`config.mk`:
```
export PLATFORM = sky130hd
export DESIGN_NAME = signed_sum_accumulator_flat
export DESIGN_NICKNAME = d
export VERILOG_FILES = /design/src/rtl/signed_sum_accumulator_if.sv /design/src/rtl/signed_sum_accumulator.sv /design/src/flat_wrapper.sv
export SDC_FILE = /design/constraint.sdc
export NUM_CORES = 1
export LEC_CHECK = 0
export CAP_MARGIN = 0
export CORE_AREA = 2 2 51 53
export DETAILED_ROUTE_END_ITERATION = 10
export DIE_AREA = 0 0 53 55
export GPL_ROUTABILITY_DRIVEN = 1
export PLACE_DENSITY = 0.66
export SYNTH_ARGS = -nofsm -noshare
export SYNTH_HDL_FRONTEND = slang
export SYNTH_SLANG_ARGS = --single-unit
export TNS_END_PERCENT = 10
```
`constraint.sdc`:
```
create_clock -name clk -period 2.2 [get_ports clk]
set_clock_uncertainty 0.2 [all_clocks]
set_input_delay 0.33 -clock clk [delete_from_list [all_inputs] [get_ports clk]]
set_output_delay 0.33 -clock clk [all_outputs]
set_load 0.01 [all_outputs]
```
`src/rtl/signed_sum_accumulator_if.sv`:
```
// Stream bus between the adder datapath and the frame accumulator.
// The master drives samples and consumes results. The slave is the accumulator.
interface signed_sum_accumulator_if #(
    parameter int IN_W  = 5,
    parameter int ACC_W = 7
);
    logic             in_valid;
    logic             in_ready;
    logic [IN_W-1:0]  in_data;
    logic             out_valid;
    logic             out_ready;
    logic [ACC_W-1:0] out_data;
    logic             out_sat;

    modport master (
        output in_valid, in_data, out_ready,
        input  in_ready, out_valid, out_data, out_sat
    );

    modport slave (
        input  in_valid, in_data, out_ready,
        output in_ready, out_valid, out_data, out_sat
    );
endinterface

```
`src/rtl/signed_sum_accumulator.sv`:
```
// Saturating signed frame accumulator with valid/ready handshakes.
// It sums N signed samples into a clamped ACC_W-bit total, presents the
// total with a sticky saturation flag, and restarts once the result is taken.
module signed_sum_accumulator #(
    parameter int IN_W  = 5,
    parameter int ACC_W = 7,
    parameter int N     = 8
) (
    input  logic                  clk,
    input  logic                  rst_n,
    input  logic                  clear,
    signed_sum_accumulator_if.slave bus
);
    localparam int CNT_W = (N > 1) ? $clog2(N) : 1;

    typedef enum logic {ST_ACC, ST_HOLD} state_t;

    state_t           state_q, state_d;
    logic [ACC_W-1:0] acc_q, acc_d;
    logic             sat_q, sat_d;
    logic [CNT_W-1:0] cnt_q, cnt_d;

    // One guard bit is enough: |acc| <= 2^(ACC_W-1) and |in| <= 2^(IN_W-1) <= 2^(ACC_W-1).
    logic [ACC_W:0]   in_ext;
    logic [ACC_W:0]   acc_ext;
    logic [ACC_W:0]   sum;
    logic             ovf;
    logic [ACC_W-1:0] sum_clamped;

    // Widen, add, and clamp the sample into the running total.
    always_comb begin
        in_ext  = {{(ACC_W+1-IN_W){bus.in_data[IN_W-1]}}, bus.in_data};
        acc_ext = {acc_q[ACC_W-1], acc_q};
        sum     = in_ext + acc_ext;
        // The top two bits differ only when the result leaves the ACC_W range.
        // The guard bit then gives the direction of the clamp.
        ovf     = sum[ACC_W] ^ sum[ACC_W-1];
        if (!ovf)
            sum_clamped = sum[ACC_W-1:0];
        else if (sum[ACC_W])
            sum_clamped = {1'b1, {(ACC_W-1){1'b0}}};
        else
            sum_clamped = {1'b0, {(ACC_W-1){1'b1}}};
    end

    // Next state: clear wins over both handshakes.
    always_comb begin
        state_d = state_q;
        acc_d   = acc_q;
        sat_d   = sat_q;
        cnt_d   = cnt_q;
        if (clear) begin
            state_d = ST_ACC;
            acc_d   = '0;
            sat_d   = 1'b0;
            cnt_d   = '0;
        end else begin
            case (state_q)
                ST_ACC: begin
                    if (bus.in_valid) begin
                        acc_d = sum_clamped;
                        sat_d = sat_q | ovf;
                        if (cnt_q == CNT_W'(N-1)) begin
                            cnt_d   = '0;
                            state_d = ST_HOLD;
                        end else begin
                            cnt_d = cnt_q + 1'b1;
                        end
                    end
                end
                ST_HOLD: begin
                    if (bus.out_ready) begin
                        acc_d   = '0;
                        sat_d   = 1'b0;
                        state_d = ST_ACC;
                    end
                end
                default: state_d = ST_ACC;
            endcase
        end
    end

    // State register. Reset discards any partial frame.
    always_ff @(posedge clk or negedge rst_n) begin
        if (!rst_n) begin
            state_q <= ST_ACC;
            acc_q   <= '0;
            sat_q   <= 1'b0;
            cnt_q   <= '0;
        end else begin
            state_q <= state_d;
            acc_q   <= acc_d;
            sat_q   <= sat_d;
            cnt_q   <= cnt_d;
        end
    end

    // Outputs are decoded from registered state only.
    assign bus.in_ready  = (state_q == ST_ACC);
    assign bus.out_valid = (state_q == ST_HOLD);
    assign bus.out_data  = acc_q;
    assign bus.out_sat   = sat_q;
endmodule

```
`src/flat_wrapper.sv`:
```
// flat-port wrapper written by rule: the top's interface ports become plain ports
module signed_sum_accumulator_flat 
#(
    parameter int IN_W  = 5,
    parameter int ACC_W = 7,
    parameter int N     = 8
)
  (clk, rst_n, clear, bus_in_valid, bus_in_data, bus_out_ready, bus_in_ready, bus_out_valid, bus_out_data, bus_out_sat);
  signed_sum_accumulator_if #(.IN_W(IN_W), .ACC_W(ACC_W)) bus_i ();
  input  logic clk;
  input  logic rst_n;
  input  logic clear;
  input wire logic [$bits(bus_i.in_valid)-1:0] bus_in_valid;
  input wire logic [$bits(bus_i.in_data)-1:0] bus_in_data;
  input wire logic [$bits(bus_i.out_ready)-1:0] bus_out_ready;
  output wire logic [$bits(bus_i.in_ready)-1:0] bus_in_ready;
  output wire logic [$bits(bus_i.out_valid)-1:0] bus_out_valid;
  output wire logic [$bits(bus_i.out_data)-1:0] bus_out_data;
  output wire logic [$bits(bus_i.out_sat)-1:0] bus_out_sat;
  assign bus_i.in_valid = bus_in_valid;
  assign bus_i.in_data = bus_in_data;
  assign bus_i.out_ready = bus_out_ready;
  assign bus_in_ready = bus_i.in_ready;
  assign bus_out_valid = bus_i.out_valid;
  assign bus_out_data = bus_i.out_data;
  assign bus_out_sat = bus_i.out_sat;
  signed_sum_accumulator #(.IN_W(IN_W), .ACC_W(ACC_W), .N(N)) u_core (.clk(clk), .rst_n(rst_n), .clear(clear), .bus(bus_i));
endmodule
```
# [Yosys cells after proc, flatten, opt, wreduce, memory -nomap -nowiden]
# Cells that the tools add are included.
[totals] output_inout_bits=10 register_bits=12 wordCells=35
[classes] bitwise_logic=3 n_addsub=2 mux=19 eq_ne=4 n_reduce_logical=3
[ops] operator="two-way mux 7 bit" n=5
[ops] operator="one-hot mux 7 bit (2 select lines)" n=1
[ops] operator="two-way mux 3 bit" n=4
[ops] operator="adder 5 x 7 -> 8 bit" n=1
[ops] operator="two-way mux 1 bit" n=7
[ops] operator="inequality test 3 bit, second input constant" n=2
[ops] operator="one-hot mux 1 bit (2 select lines)" n=2
[ops] operator="AND reduction 2 bit" n=2
[ops] operator="adder 3 x 1 -> 3 bit, second input constant" n=1
[ops] operator="== test 3 bit, second input constant" n=1
[ops] operator="inequality test 2 bit, second input constant" n=1
[ops] operator="nonzero test 2 bit" n=1
[ops] operator="NOT 1 bit" n=1
[ops] operator="bitwise OR 1 bit" n=1
[ops] operator="XOR 1 bit" n=1

# [Longest topological paths before layout]
[logic_depth] ltp_word=6 depth_mapped=8 mapped_depth_nobuf=8

# [Worst setup path after synthesis]
# Ideal clock, no wire load.
[synth_path] path_type="reg2reg" startpoint="reg u_core.acc_q[0], in the netlist u_core.bus.out_data[0]" endpoint="reg u_core.acc_q[2], in the netlist u_core.bus.out_data[2]" slack_ns=-0.191 synth_period_minus_slack_ns=2.391 arrival_ns=2.115 path_stages_with_launch=9 cell_sequence="dfrtp_1 > ha_1 > inv_1 > fa_1 > nand2b_1 > a2111oi_4 > a211oi_4 > maj3_1 > o21ai_1"
[synth_via] elab_chain_len=6 elab_cells_between_ends=7 classes_between="1 x add/sub; 5 x mux; 1 x bitwise"
[synth_lines] item="start, declared" line="signed_sum_accumulator.sv:19" text="logic [ACC_W-1:0] acc_q, acc_d;"
[synth_lines] item="start signal, assigned" line="signed_sum_accumulator.sv:87" text="acc_q <= '0;"
[synth_lines] item="start signal, assigned" line="signed_sum_accumulator.sv:92" text="acc_q <= acc_d;"
[synth_lines] item="adder 5 x 7 -> 8 bit (*)" line="signed_sum_accumulator.sv:34" text="sum = in_ext + acc_ext;"
[synth_lines] item="two-way mux 7 bit / XOR 1 bit (equally long branches)" line="signed_sum_accumulator.sv:40, signed_sum_accumulator.sv:37"
[synth_lines] item="two-way mux 7 bit (*)" line="signed_sum_accumulator.sv:38" text="if (!ovf)"
[synth_lines] item="two-way mux 7 bit (*)" line="signed_sum_accumulator.sv:60" text="if (bus.in_valid) begin"
[synth_lines] item="one-hot mux 7 bit (2 select lines) (*)" line="signed_sum_accumulator.sv:58" text="case (state_q)"
[synth_lines] item="two-way mux 7 bit (*)" line="signed_sum_accumulator.sv:52" text="if (clear) begin"
# Every way passes the cells marked *; elsewhere a longest branch is shown, timed or not. The select of a mux whose other input is x is not followed.
# A chain may end at the register's enable or synchronous reset.

# [Worst setup path after layout]
[layout_path] startpoint="reg u_core.acc_q[0], in the netlist u_core.bus.out_data[0]" endpoint="reg u_core.acc_q[0], in the netlist u_core.bus.out_data[0]"
# Same word-level chain as after synthesis.

==> results_dict.tcl <==
set metrics [dict create \
    synthFlopType "dfrtp_1" \
    fp.coreArea_mm2 0.00236 \
    hold_path.class "input port to async pin" \
    finalHoldViolCount 0 \
    switching_share_pct 38.4 \
    worstPathArrival_ns 2.33 \
    max-slew-margin-rel_pct 64.9 \
    clock-root-buffer "clkbuf_4" \
    fin_cells 173 \
    crit_type "flip-flop to flip-flop" \
    critical_path.max_fanout 7 \
    fin_crit_sh_pct 106 \
    die_x_um 53 \
    first_global_vias 843 \
    synth_cells 97 \
    drt_iter0_drc 4 \
    rows 18 \
    final-seq-area_um2 300 \
    seq_area_frac_synth_pct 33.1 \
    ys_warn_count 0 \
    hpwl_mm 1.82 \
    port_buffers 19 \
    yosys_register_bits 12 \
    clk_path_buf_depth 2 \
    synth_async_sr_flop_share_pct 100 \
    antenna_found_initial 0 \
    io_pins 20 \
    die_y_um 55 \
    grt_max_degree 13 \
    syn_to_final_growth_pct 55.9 \
    cts.clk_slew.worst_paths_ns 0.07 \
    p_leak_nw 0.643 \
    ys_types 29 \
    fin_crit_ns 2.34 \
    placedCellCount 168 \
    viasPerCell 5.01 \
    fill_cells 220 \
    gp_congestion 0.863 \
    gr-total-overflow 0 \
    multiInputGateArea_um2 649 \
    synth_edf_count 0 \
    finalSetupTns_ns -0.831 \
    rsz0062_at_grt "yes" \
    ant_nets 0 \
    seqPwrFrac_pct 20.5 \
    clk_latency_ns 0.27 \
    pwr_density_cell_mw_per_mm2 1140 \
    drv_cap 0 \
    start_util_pct 38.4 \
    layout-drive-gt1-share_pct 33.6 \
    ir_worst_vdd_mv 0.767 \
    wl_per_cell_um 12.9 \
    nets 164 \
    clockPowerShare_pct 10.6 \
    cts_tree "done" \
    grt_pass1_wl_mm 3.68 \
    p_sw_w 0.000619 \
    setup_ws_ns -0.138 \
    diodes 0 \
    cts_sinks 12 \
    setup_violations 7 \
    gr-usage-all-layers_pct 17.6 \
    tightestPinTransition_ns 0.525 \
    combPwrFrac_pct 68.9 \
    num_vias 867 \
    cp-end-kind "flip-flop" \
    cts_made_buffers 3 \
    first_pass_iters 4 \
    intPower_w 0.000994 \
    timing.hold.ws_ns 0.201 \
    cp-start-kind "flip-flop" \
    drt_wl_total_mm 2.23 \
    status "complete, but fails checks" \
    cts.htree.levels 1 \
    fmaxAchievable_mhz 428 \
    final-max-slew-violation-count 0 \
    violations "setup timing" \
    syn_nets 117 \
    die_area_mm2 0.00292 \
    drc 0 \
    worstPathRequired_ns 2.19 \
    synth_area_per_cell_um2 9.36 \
    syn_area_um2 908 \
]
layout make-up:
class | count | area share [%]
sequential | 12 | 21.2
multi-input combinational | 78 | 45.8
tap | 30 | 2.65
timing repair buffer | 42 | 25.9
clock buffer | 4 | 2.56
inverter | 7 | 1.86
routing by layer:
metal	vias up	global-route usage [%]	part of all wire, %
li1	437	-	-
met1	414	21.1	44
met2	14	32.9	53
met3	2	4.03	2.9
met4	0	2.56	0.27
met5	-	0	0
worst max-delay path, cell delays in order, from the launching register on:
cell and delay (ns):
dfrtp_1 0.36, ha_2 0.20, inv_2 0.04, fa_2 0.33, nand2b_4 0.17, a2111oi_4 0.41, a211oi_4 0.11, maj3_2 0.33
o21ai_2 0.12
cells in the mapped netlist (all sizes together) (3+ instances only):
| master | count | share of area, % |
|---|---|---|
| inv | 7 | 2.9 |
| xnor2 | 3 | 2.9 |
| nand2 | 11 | 4.8 |
| ha | 9 | 12 |
| nor2b | 3 | 2.1 |
| nor2 | 10 | 4.1 |
| a21oi | 7 | 3.9 |
| dfrtp | 12 | 33 |
| o21ai | 8 | 4.8 |
| maj3 | 5 | 5.5 |
cells by family (layout without fill, tap and decap cells):
logic type | Yosys count | count (layout) | synth area share [%]
AO/OA/AOI/OAI | 27 | 27 | 23.0
AND/OR/NAND/NOR | 31 | 31 | 16.1
adder cells (fa/ha/maj) | 15 | 15 | 20.1
flip-flops | 12 | 12 | 33.1
buffers and inverters | 7 | 53 | 2.89
XOR/XNOR | 5 | 5 | 4.82
through the flow:
| step | power, W | setup slack [ns] | util (%) | instance area (um^2) |
|---|---|---|---|---|
| 3_3_place_gp | 0.00136 | -0.604 | 55.7 | 1320 |
| 2_1_floorplan | 0.000922 | -0.118 | - | 925 |
| 5_1_grt | 0.00173 | -0.242 | 59.9 | 1420 |
| 3_5_place_dp | 0.00137 | -0.629 | 55.7 | 1320 |
| 4_1_cts | 0.00160 | -0.175 | 58.3 | 1380 |
| 6_report | 0.00161 | -0.138 | 59.9 | 1420 |
power groups by stage:
stage	Combinational (W)	Sequential (W)	Clock (W)
after global placement	0.00103	0.000323	0
final	0.00111	0.000330	0.000170
after global routing	0.00121	0.000339	0.000184
after CTS	0.00110	0.000326	0.000176
after detailed placement	0.00105	0.000326	0
after floorplan	0.000576	0.000345	0
cell usage in the layout (no fill, tap or decap), drive strengths merged, types with 3 or more instances in the layout:
master	instances
a21oi	7
buf	23
clkbuf	4
clkdlybuf4s50	16
dfrtp	12
ha	9
inv	7
maj3	5
nand2	11
nor2	10
nor2b	3
o21ai	8
xnor2	3
flip-flops by register name, summed over array words and instances (netlist names):
signal,flops
u_core.bus.out_data,7
u_core.cnt_q,3
u_core.bus.out_sat,1
u_core.bus.out_valid,1
what timing repair did:
action                     CTS  global route
setup endpoints to repair    7             8
pin swaps                   10             8
setup buffers                1             0
hold buffers                 0             0
resized for setup            7             6
worst paths after layout:
| kind | startpoint | end | slack (ns) | depth (start not counted) |
|---|---|---|---|---|
| worst min register to register | u_core.cnt_q[2] | u_core.cnt_q[2] | 0.34 | 2 |
| worst max-delay path | u_core.bus.out_data[0] | u_core.bus.out_data[0] | -0.14 | 8 |
| worst min-delay path | rst_n | u_core.bus.out_data[3] | 0.20 | 1 |
| max in group asynchronous | rst_n | u_core.bus.out_data[2] | 1.25 | 1 |
| worst max register to register | u_core.bus.out_data[0] | u_core.bus.out_data[0] | -0.14 | 8 |
| min in group clk | u_core.cnt_q[2] | u_core.cnt_q[2] | 0.34 | 2 |
No activity file was read; power rests on OpenSTA's default activity.
